--- src/rtl/dma_priority_arbiter.sv ---
// Priority resolver and bus-request sequencer for a 4-channel DMA controller.
// Define DMA_DREQ_SYNC_EN to add a 2-flop synchronizer on the DREQ inputs.
module dma_priority_arbiter #(
    parameter int NUM_CH = 4
) (
    input  logic              CLK,
    input  logic              RESET,
    input  logic [7:0]        commandReg,
    input  logic [7:0]        requestReg,
    input  logic [7:0]        maskReg,
    input  logic [NUM_CH-1:0] DREQ,
    input  logic              HLDA,
    input  logic              svcDone,
    output logic              HRQ,
    output logic              grantValid,
    output logic [NUM_CH-1:0] chGrant,
    output logic [1:0]        chSel,
    output logic [NUM_CH-1:0] pendReq
);

    typedef enum logic [1:0] {IDLE, REQ, GRANT} state_t;

    state_t            state;
    state_t            state_nxt;
    logic [NUM_CH-1:0] dreq_in;
    logic [NUM_CH-1:0] eff;
    logic              any_req;
    logic [1:0]        low_pri;
    logic [1:0]        low_pri_nxt;
    logic [1:0]        cand;
    logic [1:0]        win_sel;
    logic              win_found;
    logic              hrq_nxt;
    logic              gv_nxt;
    logic [NUM_CH-1:0] grant_nxt;
    logic [1:0]        sel_nxt;
    logic              unused_bits;

    assign unused_bits = ^{commandReg[7], commandReg[5], commandReg[3], commandReg[1:0],
                           requestReg[7:4], maskReg[7:4]};

`ifdef DMA_DREQ_SYNC_EN
    logic [NUM_CH-1:0] sync1;
    logic [NUM_CH-1:0] sync2;

    // Synchronizer resets to 0 regardless of the configured DREQ polarity.
    always_ff @(posedge CLK or negedge RESET) begin
        if (!RESET) begin
            sync1 <= '0;
            sync2 <= '0;
        end else begin
            sync1 <= DREQ;
            sync2 <= sync1;
        end
    end

    assign dreq_in = sync2;
`else
    assign dreq_in = DREQ;
`endif

    // Software requests bypass the mask; hardware requests honour polarity and mask.
    assign eff     = ((dreq_in ^ {NUM_CH{commandReg[6]}}) & ~maskReg[NUM_CH-1:0])
                     | requestReg[NUM_CH-1:0];
    assign any_req = |eff;

    // Scan channels from highest to lowest priority; rotating mode starts after lowPri.
    always_comb begin
        win_sel   = 2'd0;
        win_found = 1'b0;
        cand      = 2'd0;
        for (int k = 0; k < NUM_CH; k++) begin
            cand = commandReg[4] ? (low_pri + 2'(k + 1)) : 2'(k);
            if (!win_found && eff[cand]) begin
                win_sel   = cand;
                win_found = 1'b1;
            end
        end
    end

    always_ff @(posedge CLK or negedge RESET) begin
        if (!RESET) begin
            state      <= IDLE;
            HRQ        <= 1'b0;
            grantValid <= 1'b0;
            chGrant    <= '0;
            chSel      <= 2'd0;
            pendReq    <= '0;
            low_pri    <= 2'd3;
        end else begin
            state      <= state_nxt;
            HRQ        <= hrq_nxt;
            grantValid <= gv_nxt;
            chGrant    <= grant_nxt;
            chSel      <= sel_nxt;
            pendReq    <= eff;
            low_pri    <= low_pri_nxt;
        end
    end

    // Once granted, only svcDone or a falling HLDA ends the service.
    always_comb begin
        state_nxt   = state;
        hrq_nxt     = HRQ;
        gv_nxt      = grantValid;
        grant_nxt   = chGrant;
        sel_nxt     = chSel;
        low_pri_nxt = low_pri;
        case (state)
            IDLE: begin
                if (any_req && !commandReg[2]) begin
                    hrq_nxt   = 1'b1;
                    state_nxt = REQ;
                end
            end
            REQ: begin
                if (HLDA) begin
                    if (any_req) begin
                        gv_nxt    = 1'b1;
                        grant_nxt = NUM_CH'(1) << win_sel;
                        sel_nxt   = win_sel;
                        state_nxt = GRANT;
                    end else begin
                        hrq_nxt   = 1'b0;
                        state_nxt = IDLE;
                    end
                end else if (!any_req || commandReg[2]) begin
                    hrq_nxt   = 1'b0;
                    state_nxt = IDLE;
                end
            end
            GRANT: begin
                if (svcDone || !HLDA) begin
                    if (svcDone && commandReg[4]) begin
                        low_pri_nxt = chSel;
                    end
                    hrq_nxt   = 1'b0;
                    gv_nxt    = 1'b0;
                    grant_nxt = '0;
                    sel_nxt   = 2'd0;
                    state_nxt = IDLE;
                end
            end
            default: begin
                state_nxt = IDLE;
            end
        endcase
    end

endmodule

--- config.mk ---
export PLATFORM = sky130hd
export DESIGN_NAME = dma_priority_arbiter
export DESIGN_NICKNAME = d
export VERILOG_FILES = /design/src/rtl/dma_priority_arbiter.sv
export SDC_FILE = /design/constraint.sdc
export NUM_CORES = 1
export LEC_CHECK = 0
export ABC_AREA = 1
export CORE_ASPECT_RATIO = 0.75
export CORE_MARGIN = 2
export CORE_UTILIZATION = 45
export DETAILED_ROUTE_END_ITERATION = 7
export PLACE_DENSITY = 0.83
export REMOVE_ABC_BUFFERS = 1
export SKIP_CTS_REPAIR_TIMING = 1
export SLEW_MARGIN = 10
export SYNTH_ARGS = -nofsm -noshare
export SYNTH_HDL_FRONTEND = slang
export SYNTH_SLANG_ARGS = --single-unit
--- constraint.sdc ---
create_clock -name CLK -period 4.5 [get_ports CLK]
set_input_delay 0.675 -clock CLK [delete_from_list [all_inputs] [get_ports CLK]]
set_output_delay 0.675 -clock CLK [all_outputs]
set_load 0.005 [all_outputs]
==> flow_metrics.env, run 1 <==
export IMPL_status="complete, no violations"
export IMPL_n_fill_cell=234
export IMPL_viasPerCell=4.67
export IMPL_clock_sinks=16
export IMPL_powerDensity_nw_per_um2=456
export IMPL_io_buffers=30
export IMPL_grt_overflow=0
export IMPL_cts_tree="built"
export IMPL_final_common_cell="nand2_1"
export IMPL_path_class="input pin to flop"
export IMPL_drc=0
export IMPL_die_h_um=48.7
export IMPL_rows=16
export IMPL_ys_warn_count=0
export IMPL_areaGrowthSynthToFinish_pct=30.6
export IMPL_cts_clk_slew_worst_paths_ns=0.08
export IMPL_vias=1089
export IMPL_maxCapViolCount=0
export IMPL_wl_um=2270
export IMPL_crit_slowest_cell="clkdlybuf4s50_1"
export IMPL_yosysTopAreaCellShare_pct=29.2
export IMPL_worstPathArrival_ns=2.28
export IMPL_first_pass_iters=4
export IMPL_grt_pass1_wl_um=4040
export IMPL_crit_chain="clkdlybuf4s50_1 -> inv_2 -> nor2_4 -> inv_4 -> a21oi_4 -> nand3_1 -> nand2_1 -> nor2_1 -> nand2_2 -> nand2_2 -> nand2_2 -> inv_1 -> nand3_1 -> nand2_1"
export IMPL_drt_iter0_markers=19
export IMPL_peakVddDrop_uv=225
export IMPL_antenna_found_initial=0
export IMPL_clk_latency_ns=0.28
export IMPL_period_minus_slack_ns=2.10
export IMPL_crit_family="buffers and inverters"
export IMPL_die_x_um=63.7
export IMPL_track_usage_pct=16.5
export IMPL_design_area_um2=1570
export IMPL_path_common_cell="nand2_2"
export IMPL_drtAntennaViolNets=0
export IMPL_slew_headroom_pct=54.6
export IMPL_core_um2=2580
export IMPL_worstMarginPinSlew_ns=0.678
export IMPL_synth_seq_cells=16
export IMPL_min_path_type="flop to flop"
export IMPL_gp_congestion=0.869
export IMPL_maxSlewViolCount=0
export IMPL_fin_nets=235
export IMPL_path_max_fanout=5
export IMPL_max_stage_delay_ns=0.56
export IMPL_syn_inst=164
export IMPL_fin_tns_setup_ns=0
export IMPL_ys_seq_area_share_pct=33.5
export IMPL_setup_violations=0
export IMPL_required_ns=4.68
export IMPL_syn_area_per_cell_um2=7.32
export IMPL_dpl_cell_area_um2=1550
export IMPL_pin_count=44
export IMPL_power_leakage_nw=0.803
export IMPL_hold_viol_final=0
export IMPL_root_buffer="clkbuf_4"
export IMPL_first_global_vias=977
export IMPL_synth_area_um2=1200
export IMPL_final_cell_mix="nand2_1, clkdlybuf4s50_1, inv_1"
export IMPL_period_share_pct=46.7
export IMPL_whs_ns=0.477
export IMPL_cts_buffer_depth=2
export IMPL_grt_start_max_net_pins=17
export IMPL_diodes=0
export IMPL_synth_top_area_cell="dfrtp_1"
export IMPL_crit_path_start_kind="input pin"
export IMPL_start_util_pct=46.5
export IMPL_wl_per_cell_um=9.76
export IMPL_htreeDepth=1
export IMPL_cp_end_kind="flop"
export IMPL_rsz0062_at_grt="false"
export IMPL_dp_hpwl_um=1950
export IMPL_crit_buf_inv=4
export IMPL_dieArea_um2=3100
export IMPL_synthTopCellsByArea="dfrtp_1, nand2_1, nand3_2"
export IMPL_fin_skew_ns=0.00559
export IMPL_yosysUniqueCellTypes=25
export IMPL_numCtsBuffers=3
export IMPL_max_freq_ghz=0.476
export IMPL_drive_gt1_share_pct=18.3
[cell type report]
class                   instances  area (um2)  share of cell area [%]
inverters                      33         131                    8.37
multi-input cells             115         667                    42.5
repair buffers                 30         300                    19.1
well taps                      36        45.0                    2.87
flip-flops and latches         16         403                    25.7
clock buffers                   3        22.5                    1.44
[flip-flops by register name, summed over array words and instances (netlist names)]
| register | flops |
|---|---|
| grantValid | 1 |
| state | 2 |
| HRQ | 1 |
| chSel | 2 |
| low_pri | 2 |
| chGrant | 4 |
| pendReq | 4 |
[cells in the mapped netlist, drive strengths merged]
master,instances
ha,4
dfrtp,14
nor2,10
nand3,28
nand3b,1
inv,32
a21boi,1
nor3,1
nand2,54
nand4,5
dfstp,2
o21ai,7
o21bai,1
clkinv,1
a21oi,3
[stage by stage]
stage / util, % / setup WS [ns] / power, mW / instances
floorplan: - / 2.83 / 0.510 / 164
global placement: 59.9 / 2.11 / 0.639 / 230
detailed placement: 59.9 / 2.10 / 0.650 / 230
CTS: 60.8 / 2.41 / 0.723 / 233
global route: 60.8 / 2.23 / 0.794 / 233
finish: 60.8 / 2.40 / 0.715 / 233
[logic make-up after synthesis]
| group | synth area share, % |
|---|---|
| AND/OR/NAND/NOR | 43.4 |
| buffers and inverters | 10.9 |
| flip-flops | 33.5 |
| AO/OA/AOI/OAI | 7.92 |
| adder cells (fa/ha/maj) | 4.17 |
[path summary, 6_finish.rpt]
kind	start	end	slack [ns]	cells past startpoint
max	commandReg[4]	chGrant[2]	2.40	14
min	grantValid	grantValid	0.48	2
max reg2reg	low_pri[0]	chGrant[2]	2.81	13
min reg2reg	grantValid	grantValid	0.48	2
max in group asynchronous	RESET	pendReq[2]	3.27	1
min in group asynchronous	RESET	chGrant[0]	0.80	1
[per-layer routing]
layer | global-route usage (%) | vias to the layer above | routed length [um]
met5 | 0 | - | 0
met4 | 4.35 | 0 | 19
met3 | 4.88 | 5 | 128
met2 | 26.0 | 25 | 998
met1 | 22.3 | 473 | 1130
li1 | - | 586 | -
[report_power, final]
group	total [mW]	switching, mW	leakage, nW	internal, mW
clock network	0.0712	0.0401	0.0138	0.0311
logic	0.414	0.225	0.600	0.190
registers	0.230	0.0310	0.189	0.199
[worst register-to-register path: stages (launching register included)]
cell	delay, ns
dfstp_2	0.56
inv_2	0.04
nand2_4	0.13
clkinv_4	0.11
o21bai_4	0.17
nand3_2	0.11
nand2_1	0.08
nor2_1	0.05
nand2_2	0.06
nand2_2	0.06
nand2_2	0.08
inv_1	0.04
nand3_1	0.05
nand2_1	0.05
(Power assumes the default switching activity.)
==> run 2: changes to the inputs <==
--- a/config.mk
+++ b/config.mk
@@ -8,9 +8,9 @@
 export ABC_AREA = 1
 export CORE_ASPECT_RATIO = 0.75
 export CORE_MARGIN = 2
-export CORE_UTILIZATION = 45
+export CORE_UTILIZATION = 44
 export DETAILED_ROUTE_END_ITERATION = 7
-export PLACE_DENSITY = 0.83
+export PLACE_DENSITY = 0.81
 export REMOVE_ABC_BUFFERS = 1
 export SKIP_CTS_REPAIR_TIMING = 1
 export SLEW_MARGIN = 10
==> constraint.sdc (replaced) <==
create_clock -name CLK -period 2.2 [get_ports CLK]
set_input_delay 0.33 -clock CLK [delete_from_list [all_inputs] [get_ports CLK]]
set_output_delay 0.33 -clock CLK [all_outputs]
set_load 0.005 [all_outputs]
==> flow_metrics.env, run 2 (synthesis results as in run 1) <==
export IMPL_fin_skew_ns=0.00432
export IMPL_worstMarginPinSlew_ns=0.728
export IMPL_grt_pass1_wl_um=4370
export IMPL_final_cell_mix="nand2_1, clkdlybuf4s50_1, inv_1"
export IMPL_dp_hpwl_um=2190
export IMPL_worstPathArrival_ns=1.98
export IMPL_wl_per_cell_um=11.1
export IMPL_top_regs="chGrant x4, pendReq x4"
export IMPL_drt_iter0_markers=48
export IMPL_wl_um=2580
export IMPL_start_util_pct=46.2
export IMPL_r2r_end="chSel[1]"
export IMPL_antenna_found_initial=0
export IMPL_clock_sinks=16
export IMPL_dieArea_um2=3170
export IMPL_first_pass_iters=5
export IMPL_io_buffers=30
export IMPL_grt_start_max_net_pins=17
export IMPL_min_path_type="input pin to async pin"
export IMPL_core_um2=2600
export IMPL_rsz0062_at_grt="false"
export IMPL_place_inst=230
export IMPL_maxCapViolCount=0
export IMPL_viasPerCell=4.82
export IMPL_cts_tree="built"
export IMPL_htreeDepth=1
export IMPL_numCtsBuffers=3
export IMPL_fin_tns_setup_ns=0
export IMPL_grt_overflow=0
export IMPL_required_ns=2.38
export IMPL_drtAntennaViolNets=0
export IMPL_maxSlewViolCount=0
export IMPL_path_max_fanout=9
export IMPL_power_switching_uw=623
export IMPL_r2r_cells=9
export IMPL_rows=16
export IMPL_drc=0
export IMPL_path_class="input pin to flop"
export IMPL_vias=1123
export IMPL_gp_congestion=0.871
export IMPL_internal_power_uw=858
export IMPL_areaGrowthSynthToFinish_pct=30.6
export IMPL_hold_viol_final=0
export IMPL_fin_nets=235
export IMPL_setup_violations=0
export IMPL_track_usage_pct=17.3
export IMPL_clk_latency_ns=0.28
export IMPL_power_leakage_nw=0.803
export IMPL_slew_headroom_pct=51.3
export IMPL_utilization_pct=60.3
export IMPL_r2r_slack_ns=0.47
export IMPL_max_freq_ghz=0.557
export IMPL_diodes=0
export IMPL_power_frac_comb_pct=58.1
export IMPL_p_clk_share_pct=10.1
export IMPL_switching_share_pct=42.1
export IMPL_cts_buffer_depth=2
export IMPL_first_global_vias=1071
export IMPL_pin_count=44
export IMPL_die_h_um=49.3
export IMPL_final_common_cell="nand2_1"
export IMPL_fin_cells=233
export IMPL_status="complete, no violations"
export IMPL_period_minus_slack_ns=1.80
export IMPL_drive_gt1_share_pct=18.3
export IMPL_cts_clk_slew_worst_paths_ns=0.09
export IMPL_period_share_pct=81.6
export IMPL_peakVddDrop_uv=604
export IMPL_seq_power_share_pct=31.8
export IMPL_crit_path_start_kind="input pin"
export IMPL_root_buffer="clkbuf_4"
export IMPL_cp_end_kind="flop"
export IMPL_worstReg2RegStart="state[0]"
export IMPL_die_x_um=64.3
export IMPL_powerDensity_nw_per_um2=944
==> run 2: cell counts in the layout (fill, tap and decap cells not counted) <==
No cell type changed its count.
==> run 2: metal layers <==
metal	share of wire (%)	global-route usage, %	vias to the layer above
met5	0	0	-
met4	0	2.84	0
met3	6.1	4.16	0
met2	48	29.7	39
met1	46	22.5	503
li1	-	-	581
==> run 2: worst max path at each step <==
stage / from / endpoint / slack [ns] / depth (start not counted)
global placement: commandReg[4] / chGrant[2] / 0.18 / 14
detailed placement: commandReg[4] / chGrant[2] / 0.13 / 14
global route: commandReg[6] / chGrant[2] / 0.25 / 13
finish: commandReg[4] / chGrant[2] / 0.40 / 12
CTS: commandReg[4] / chGrant[2] / 0.44 / 14
floorplan: low_pri[0] / chGrant[2] / 0.65 / 13
==> run 2: metrics by stage <==
stage | instance area (um2) | setup WS, ns | power (mW) | hold WS (ns)
final | 1570 | 0.404 | 1.48 | 0.472
after global routing | 1570 | 0.251 | 1.62 | 0.511
after CTS | 1570 | 0.438 | 1.49 | 0.474
after detailed placement | 1550 | 0.129 | 1.34 | 0.472
after global placement | 1550 | 0.183 | 1.30 | 0.456
after floorplan | 1200 | 0.648 | 1.04 | 0.0344
==> run 2: worst max-delay path, cell delays in order <==
cell	delay (ns)
clkdlybuf4s50_1	0.58
nand2_4	0.14
clkinv_4	0.11
nand3_2	0.11
nand2_1	0.12
nand2_1	0.06
inv_1	0.07
nand4_1	0.15
nand2_2	0.15
inv_1	0.05
nand3_1	0.06
nand2_1	0.05
==> run 2: final cells by class <==
type / count / area, um2
inverter: 33 / 131
multi-input combinational: 115 / 667
tap: 36 / 45.0
clock buffer: 3 / 22.5
fill: 229 / 1030
sequential: 16 / 403
timing repair buffer: 30 / 300
==> run 2: power by group through the flow <==
| stage | clock [mW] | combinational (mW) | sequential (mW) |
|---|---|---|---|
| after floorplan | 0 | 0.567 | 0.476 |
| after global placement | 0 | 0.828 | 0.471 |
| after detailed placement | 0 | 0.856 | 0.480 |
| after CTS | 0.155 | 0.861 | 0.473 |
| after global routing | 0.172 | 0.967 | 0.484 |
| final | 0.150 | 0.860 | 0.471 |
==> run 3: changes to the inputs <==
--- a/config.mk
+++ b/config.mk
@@ -8,9 +8,9 @@
 export ABC_AREA = 1
 export CORE_ASPECT_RATIO = 0.75
 export CORE_MARGIN = 2
-export CORE_UTILIZATION = 44
+export CORE_UTILIZATION = 40
 export DETAILED_ROUTE_END_ITERATION = 7
-export PLACE_DENSITY = 0.81
+export PLACE_DENSITY = 0.78
 export REMOVE_ABC_BUFFERS = 1
 export SKIP_CTS_REPAIR_TIMING = 1
 export SLEW_MARGIN = 10
==> constraint.sdc (replaced) <==
create_clock -name CLK -period 1.6 [get_ports CLK]
set_input_delay 0.24 -clock CLK [delete_from_list [all_inputs] [get_ports CLK]]
set_output_delay 0.24 -clock CLK [all_outputs]
set_load 0.005 [all_outputs]
==> flow_metrics.env, run 3 (synthesis results as in run 1) <==
export IMPL_htreeDepth=1
export IMPL_cts_clk_slew_worst_paths_ns=0.06
export IMPL_power_leakage_nw=0.954
export IMPL_crit_path_start_kind="input pin"
export IMPL_rows=17
export IMPL_final_common_cell="nand2_1"
export IMPL_start_util_pct=41.5
export IMPL_top_regs="chGrant x4, pendReq x4"
export IMPL_grt_pass1_wl_um=4560
export IMPL_vias=1229
export IMPL_required_ns=1.72
export IMPL_maxCapViolCount=0
export IMPL_grt_start_max_net_pins=17
export IMPL_drc=0
export IMPL_wl_um=2960
export IMPL_slew_headroom_pct=80.3
export IMPL_clock_sinks=16
export IMPL_drive_gt1_share_pct=33.6
export IMPL_cts_tree="built"
export IMPL_viasPerCell=4.82
export IMPL_path_max_fanout=4
export IMPL_cts_buffer_depth=2
export IMPL_hold_viol_final=0
export IMPL_areaGrowthSynthToFinish_pct=55.4
export IMPL_drt_iter0_markers=70
export IMPL_die_h_um=51.5
export IMPL_fin_ws_ns=-0.0435
export IMPL_clk_latency_ns=0.25
export IMPL_final_cell_mix="nand2_1, clkdlybuf4s50_1, inv_1"
export IMPL_worstPathArrival_ns=1.76
export IMPL_powerDensity_nw_per_um2=1310
export IMPL_path_common_cell="nand2_1"
export IMPL_pin_count=44
export IMPL_io_buffers=30
export IMPL_drtAntennaViolNets=0
export IMPL_max_freq_ghz=0.608
export IMPL_dp_hpwl_um=2200
export IMPL_diodes=0
export IMPL_crit_family="simple AND/OR/NAND/NOR gates"
export IMPL_die_x_um=67.3
export IMPL_grt_overflow=0
export IMPL_status="finished, violations left"
export IMPL_cp_depth=12
export IMPL_antenna_found_initial=0
export IMPL_wl_per_cell_um=11.6
export IMPL_maxSlewViolCount=0
export IMPL_track_usage_pct=17.1
export IMPL_place_inst=249
export IMPL_root_buffer="clkbuf_8"
export IMPL_first_global_vias=1085
export IMPL_max_stage_delay_ns=0.48
export IMPL_fin_nets=255
export IMPL_r2r_cells=11
export IMPL_fin_skew_ns=0.00472
export IMPL_core_um2=2890
export IMPL_setup_violations=4
export IMPL_crit_slowest_cell="clkdlybuf4s50_1"
export IMPL_numCtsBuffers=3
export IMPL_period_share_pct=103
export IMPL_dieArea_um2=3460
export IMPL_period_minus_slack_ns=1.64
export IMPL_worstMarginPinSlew_ns=0.295
export IMPL_gp_congestion=0.838
export IMPL_cp_end_kind="flop"
export IMPL_fin_cells=255
export IMPL_power_mw=2.44
export IMPL_min_path_type="input pin to async pin"
export IMPL_peakVddDrop_uv=851
export IMPL_violations="negative setup slack"
export IMPL_crit_buf_inv=2
export IMPL_first_pass_iters=4
export IMPL_path_class="input pin to flop"
export IMPL_rsz0062_at_grt="true"
export IMPL_crit_chain="clkdlybuf4s50_1 -> inv_1 -> nand2_2 -> nand3_2 -> nand2_1 -> nor2_2 -> nand2_2 -> nand2_1 -> nand2_1 -> nand3b_1 -> nor2_1 -> a21oi_1"
[run 3: changes by cell type in the layout (fill, tap and decap cells not counted), moves of 3 or more]
cell             change
buf_4               +19
nor2_1               -3
clkbuf_8             +3
clkbuf_4             -3
nand3_1              -4
dlymetal6s2s_1       +3
nand2_1              -7
nand2_2              +5
nand3_4              +3
clkdlybuf4s50_1      -3
[run 3: stage by stage]
| step | area (um2) | hold slack (ns) | utilization [%] | setup slack, ns | TNS, ns |
|---|---|---|---|---|---|
| after floorplan | 1200 | -0.0556 | - | 0.0478 | 0 |
| after global placement | 1680 | 0.472 | 58.0 | -0.325 | -2.77 |
| after detailed placement | 1680 | 0.471 | 58.0 | -0.357 | -3.25 |
| after CTS | 1720 | 0.319 | 59.4 | -0.0916 | -0.682 |
| after global routing | 1870 | 0.335 | 64.5 | -0.143 | -1.06 |
| final | 1870 | 0.311 | 64.5 | -0.0435 | -0.0777 |
[run 3: final timing paths]
| kind | from | end | slack (ns) |
|---|---|---|---|
| setup / recovery | DREQ[1] | state[0] | -0.04 |
| hold / removal | RESET | chGrant[1] | 0.31 |
| setup reg to reg | low_pri[0] | chGrant[2] | -0.03 |
| hold reg to reg | grantValid | grantValid | 0.48 |
| max in group asynchronous | RESET | low_pri[1] | 1.04 |
| min in group CLK | grantValid | grantValid | 0.48 |
[run 3: cell type report]
cell class              count  area (um2)
inverters                  33         134
well taps                  38        47.5
repair buffers             50         470
flip-flops and latches     16         403
multi-input cells         115         771
clock buffers               3        41.3
fillers                   252        1030
[run 3: routing by layer]
layer / GRT usage (%) / vias up / part of all wire (%)
met5: 0 / - / 0
met4: 3.06 / 0 / 0
met3: 5.51 / 0 / 7.0
met2: 26.4 / 41 / 49
met1: 23.6 / 563 / 44
li1: - / 625 / -
[run 3: power by group]
part           internal, mW  leakage, nW  switching (mW)  total, mW
logic                 0.731        0.743           0.769       1.50
registers             0.561        0.189          0.0871      0.648
clock network         0.167       0.0216           0.126      0.292
total                  1.46        0.954           0.982       2.44
